File: config.mk
export PLATFORM = sky130hd
export DESIGN_NAME = imem_arbiter
export DESIGN_NICKNAME = d
export VERILOG_FILES = /design/src/rtl/imem_pkg.sv /design/src/rtl/imem_addr_chk.sv /design/src/rtl/imem_arbiter.sv
export SDC_FILE = /design/constraint.sdc
export NUM_CORES = 1
export LEC_CHECK = 0
export BUFFER_PORTS_ARGS = -buffer_cell sky130_fd_sc_hd__buf_2
export CAP_MARGIN = 40
export CORE_MARGIN = 10
export CORE_UTILIZATION = 45
export CTS_CLUSTER_SIZE = 10
export DETAILED_ROUTE_END_ITERATION = 16
export GPL_TIMING_DRIVEN = 0
export PLACE_DENSITY = 0.89
export SLEW_MARGIN = 20
export SYNTH_ARGS = -nofsm -noshare
export SYNTH_HDL_FRONTEND = slang
export SYNTH_SLANG_ARGS = --single-unit
File: constraint.sdc
create_clock -name clk -period 3.75 [get_ports clk]
set_input_delay 0.1875 -clock clk [delete_from_list [all_inputs] [get_ports clk]]
set_output_delay 0.1875 -clock clk [all_outputs]
set_load 0.01 [all_outputs]
File: src/rtl/imem_pkg.sv
// imem_pkg: shared constants and encodings for the instruction memory arbiter
package imem_pkg;
    localparam int IMEM_DEPTH_LOG2 = 8;
    localparam int IMEM_STARVE_MAX = 4;
    localparam logic [31:0] NOP_INST = 32'h00000013;
    typedef enum logic {ST_BOOT, ST_RUN} state_t;
    typedef enum logic {OWN_IF, OWN_LD} owner_t;
endpackage

File: src/rtl/imem_addr_chk.sv
// imem_addr_chk: alignment/range fault detection and word index extraction
module imem_addr_chk import imem_pkg::*; #(
    parameter int DEPTH_LOG2 = IMEM_DEPTH_LOG2
) (
    input  logic [31:0]           i_addr,
    output logic                  o_fault,
    output logic [DEPTH_LOG2-1:0] o_idx
);
    assign o_fault = (|i_addr[1:0]) || (|i_addr[31:DEPTH_LOG2+2]);
    assign o_idx   = i_addr[DEPTH_LOG2+1:2];
endmodule

File: src/rtl/imem_arbiter.sv
// imem_arbiter: shares the instruction memory between fetch and the loader, with a boot phase
module imem_arbiter import imem_pkg::*; #(
    parameter int DEPTH_LOG2 = IMEM_DEPTH_LOG2,
    parameter int STARVE_MAX = IMEM_STARVE_MAX
) (
    input  logic                  clk,
    input  logic                  rst_n,
    input  logic                  i_if_req,
    input  logic [31:0]           i_if_addr,
    output logic                  o_if_gnt,
    output logic                  o_if_rvalid,
    output logic [31:0]           o_if_rdata,
    output logic                  o_if_err,
    input  logic                  i_ld_req,
    input  logic                  i_ld_we,
    input  logic [31:0]           i_ld_addr,
    input  logic [31:0]           i_ld_wdata,
    output logic                  o_ld_gnt,
    output logic                  o_ld_rvalid,
    output logic [31:0]           o_ld_rdata,
    input  logic                  i_boot_done,
    input  logic                  i_boot_start,
    output logic                  o_cpu_hold,
    output logic                  o_mem_en,
    output logic                  o_mem_we,
    output logic [DEPTH_LOG2-1:0] o_mem_addr,
    output logic [31:0]           o_mem_wdata,
    input  logic [31:0]           i_mem_rdata
);
    localparam int CW = $clog2(STARVE_MAX + 1);

    state_t                r_state, w_state_nx;
    owner_t                r_rd_own;
    logic                  r_cpu_hold, r_rd_vld, r_if_flt, r_ld_flt;
    logic [CW-1:0]         r_starve;
    logic [31:0]           r_if_rdata, r_ld_rdata;
    logic                  w_if_flt, w_ld_flt, w_starved, w_if_mem, w_ld_mem;
    logic                  w_if_rsp_m, w_if_rsp_f, w_ld_rsp_m, w_ld_rsp_f;
    logic [DEPTH_LOG2-1:0] w_if_idx, w_ld_idx;

    imem_addr_chk #(.DEPTH_LOG2(DEPTH_LOG2)) u_if_chk (
        .i_addr (i_if_addr),
        .o_fault(w_if_flt),
        .o_idx  (w_if_idx)
    );

    imem_addr_chk #(.DEPTH_LOG2(DEPTH_LOG2)) u_ld_chk (
        .i_addr (i_ld_addr),
        .o_fault(w_ld_flt),
        .o_idx  (w_ld_idx)
    );

    // boot_start beats boot_done so a reprogram request is never lost
    always_comb begin
        w_state_nx = r_state;
        if (i_boot_start)
            w_state_nx = ST_BOOT;
        else if (i_boot_done)
            w_state_nx = ST_RUN;
    end

    // state register
    always_ff @(posedge clk) begin
        if (!rst_n)
            r_state <= ST_BOOT;
        else
            r_state <= w_state_nx;
    end

    // grants and memory drive; a faulting fetch leaves the port free for the loader
    always_comb begin
        w_starved   = (r_starve == CW'(STARVE_MAX));
        o_if_gnt    = rst_n && (r_state == ST_RUN) && i_if_req && !(i_ld_req && w_starved);
        o_ld_gnt    = rst_n && i_ld_req && (!o_if_gnt || w_if_flt);
        w_if_mem    = o_if_gnt && !w_if_flt;
        w_ld_mem    = o_ld_gnt && !w_ld_flt;
        o_mem_en    = w_if_mem || w_ld_mem;
        o_mem_we    = !w_if_mem && w_ld_mem && i_ld_we;
        o_mem_addr  = w_if_mem ? w_if_idx : w_ld_idx;
        o_mem_wdata = i_ld_wdata;
    end

    // response routing; rdata falls back to the held value when nothing is returned
    always_comb begin
        w_if_rsp_m  = rst_n && r_rd_vld && (r_rd_own == OWN_IF);
        w_ld_rsp_m  = rst_n && r_rd_vld && (r_rd_own == OWN_LD);
        w_if_rsp_f  = rst_n && r_if_flt;
        w_ld_rsp_f  = rst_n && r_ld_flt;
        o_if_rvalid = w_if_rsp_m || w_if_rsp_f;
        o_if_err    = w_if_rsp_f;
        o_if_rdata  = w_if_rsp_f ? NOP_INST : (w_if_rsp_m ? i_mem_rdata : r_if_rdata);
        o_ld_rvalid = w_ld_rsp_m || w_ld_rsp_f;
        o_ld_rdata  = w_ld_rsp_f ? 32'h0 : (w_ld_rsp_m ? i_mem_rdata : r_ld_rdata);
        o_cpu_hold  = r_cpu_hold;
    end

    // hold line, starvation counter and one-deep response pipeline
    always_ff @(posedge clk) begin
        if (!rst_n) begin
            r_cpu_hold <= 1'b1;
            r_starve   <= '0;
            r_rd_vld   <= 1'b0;
            r_rd_own   <= OWN_IF;
            r_if_flt   <= 1'b0;
            r_ld_flt   <= 1'b0;
            r_if_rdata <= '0;
            r_ld_rdata <= '0;
        end else begin
            r_cpu_hold <= (w_state_nx == ST_BOOT);
            r_starve   <= (!i_ld_req || o_ld_gnt) ? '0 : (w_starved ? r_starve : r_starve + 1'b1);
            r_rd_vld   <= o_mem_en && !o_mem_we;
            r_rd_own   <= w_if_mem ? OWN_IF : OWN_LD;
            r_if_flt   <= o_if_gnt && w_if_flt;
            r_ld_flt   <= o_ld_gnt && w_ld_flt && !i_ld_we;
            r_if_rdata <= o_if_rdata;
            r_ld_rdata <= o_ld_rdata;
        end
    end
endmodule
==> out/results.ini <==
[floorplanning]
start_util = 0.458
dieWidth_um = 108
die_h_um = 108
num_rows = 32
dieArea_um2 = 11700
core-area_um2 = 7650
io_pins = 247

[global_routing]
use_met1 = 0.193
grt_overflow = 0
grt_util_met2 = 0.393
grt_pass1_wl_um = 19200
met3_usage = 0.0708
grt.total_usage = 0.205
grt_pass1_vias = 3968
grt_antenna_before_repair = 1
top_usage_layer = met2
grt_max_degree = 13

[routing]
vias_per_cell = 4.82
drt_iter0_drc = 188
finalWirelength_um = 12800
vias = 3792
wl_per_cell_um = 16.2
drt-pass1-iter-count = 4
ant_nets = 0
drc = 0

[yosys]
synth_warnings = 0
synthCells = 453
ys_ff_latch = 73
async_flop_share = 0
synth-main-ff-cell = dfxtp_1
synth_top_cell_by_area = dfxtp_1
synth.distinct_cells = 32
yosys.area.top_type_share = 0.417
ys_top_cells_by_count = nand2_1 (133), dfxtp_1 (73), and2_1 (65)
yosysSeqAreaShare = 0.417
syn_avg_cell_area_um2 = 7.74
syn_nets = 590
synth.area.top_cells = dfxtp_1 (42%), nand2_1 (14%), and2_1 (12%), a21oi_1 (8.7%), buf_4 (6.9%)
synth_most_common_cell = nand2_1
synth_edf_count = 0
syn_area_um2 = 3500

[hold_path]
hold_class = input pin to register
min_path_cells = 2
hold-path-endpoint = r_ld_flt
worstHoldStart = i_ld_we

[final_layout]
multi_input_area_um2 = 1650
final_cells = 786
area_growth_pct = 42.2
layout.nets = 815
final-seq-area_um2 = 1460
fill_cells = 666
drive_gt1_frac = 0.422

[cts]
clockRootBuffer = clkbuf_8
holdBufCountCts = 0
clkLatencyLatePin_ns = 0.34
h-tree-depth = 3
cts_tree = yes
clkSinkCount = 73
cts_setup_buffers = 0
clock_path_buffers = 2
clkTransAtPathRegs_ns = 0.07
cts_resized = 0
cts_buffers = 9

[setup_path]
reg2reg_depth = 6
rrSetupSlack_ns = 2.05
crit_arrival_ns = 2.29
start_kind = register
endpoint_kind = primary output
cp_max_fo = 10
timing.rr.start = r_starve[0]
cp.required_ns = 3.56
r2r-end = r_starve[0]
critical_path_class = register to primary output

[timing]
finalSetupViolations = 0
setup-tns-final_ns = 0
hold_ws_ns = 0.0482
max_freq_mhz = 403
hold_viol = 0
drv_slew = 0
skew_ns = 0.0121
grt_setup_unrepaired = false
max_slew_margin = 0.656
timing.final.crit_share = 0.661
tightest_slew_ns = 0.515
finalCriticalPeriod_ns = 2.48

[power]
p_per_area_nw_per_um2 = 356
p_leak_nw = 2.50
ir_worst_vdd_uv = 168

[placed_design]
dpl.hpwl_um = 10600
dp_cells = 769
io_buffer_count = 214
place_congestion = 0.795

[flow_run]
max_cap_violations = 0

[outcome]
status = finished clean

[critical path: stages, from the launching register on]
cell	delay, ns
dfxtp_1	0.39
inv_1	0.06
ha_1	0.22
nand3_1	0.09
nand4_1	0.20
nor3_2	0.35
buf_6	0.21
mux2_4	0.30
buf_2	0.14
[worst max-delay path by stage]
stage / from / endpoint / slack [ns] / cells past startpoint
CTS: r_starve[0] / o_mem_addr[2] / 1.23 / 8
global route: r_starve[0] / o_mem_addr[2] / 1.11 / 8
floorplan: r_starve[0] / o_mem_addr[1] / 1.93 / 7
global placement: r_starve[0] / o_mem_addr[2] / 1.66 / 8
detailed placement: r_starve[0] / o_mem_addr[2] / 1.61 / 8
finish: r_starve[0] / o_mem_addr[4] / 1.27 / 8
[per-stage QoR]
step / util / instance area, µm² / worst slack [ns] / power [mW]
after CTS: 0.651 / 4980 / 1.23 / 1.78
final: 0.652 / 4980 / 1.27 / 1.77
after global placement: 0.615 / 4700 / 1.66 / 0.952
after floorplan: - / 3500 / 1.93 / 0.861
after detailed placement: 0.615 / 4700 / 1.61 / 0.957
after global routing: 0.652 / 4980 / 1.11 / 1.83
[sequential cells by signal (all words and copies together), names as in the netlist]
register    count
r_rd_vld        1
r_ld_flt        1
r_starve        3
r_if_flt        1
r_if_rdata     32
r_ld_rdata     32
r_rd_own        1
r_state         1
o_cpu_hold      1
[where the power goes]
| group | leakage, nW | internal (mW) | total, mW | switching (mW) |
|---|---|---|---|---|
| Clock | 0.140 | 0.545 | 0.836 | 0.291 |
| Combinational | 1.77 | 0.0875 | 0.159 | 0.0716 |
| Sequential | 0.589 | 0.777 | 0.778 | 0.00117 |
[kinds of logic after synthesis]
group           count (synthesis)  synth area share
mux                             9            0.0350
simple gates                  235             0.331
buf+inv                        68             0.114
flops                          73             0.417
fa+ha+maj                       2           0.00714
compound gates                 65            0.0943
xor+xnor                        1           0.00250
[layout by cell type (no fill, tap or decap), types with 9 or more instances in the layout]
cell type / Yosys / final
nor4_1: 9 / 9
and2_1: 65 / 65
dfxtp_1: 73 / 73
buf_4: 32 / 32
clkbuf_1: 17 / 17
buf_2: 12 / 226
nand2_1: 133 / 133
clkbuf_8: 0 / 11
a21oi_1: 61 / 61
[layer usage]
| metal | up-vias | share of wire |
|---|---|---|
| met5 | - | 0 |
| met4 | 0 | 0.019 |
| met3 | 16 | 0.091 |
| met2 | 155 | 0.54 |
| met1 | 1745 | 0.35 |
| li1 | 1876 | - |
[final cells by class]
class | instances | area share
clock buffers | 11 | 0.0304
inverters | 6 | 0.00452
clock inverters | 5 | 0.0251
flip-flops and latches | 73 | 0.293
plain buffers | 62 | 0.0753
well taps | 102 | 0.0256
multi-input cells | 312 | 0.330
diodes | 1 | 0.000502
repair buffers | 214 | 0.215
(Power assumes the default switching activity.)
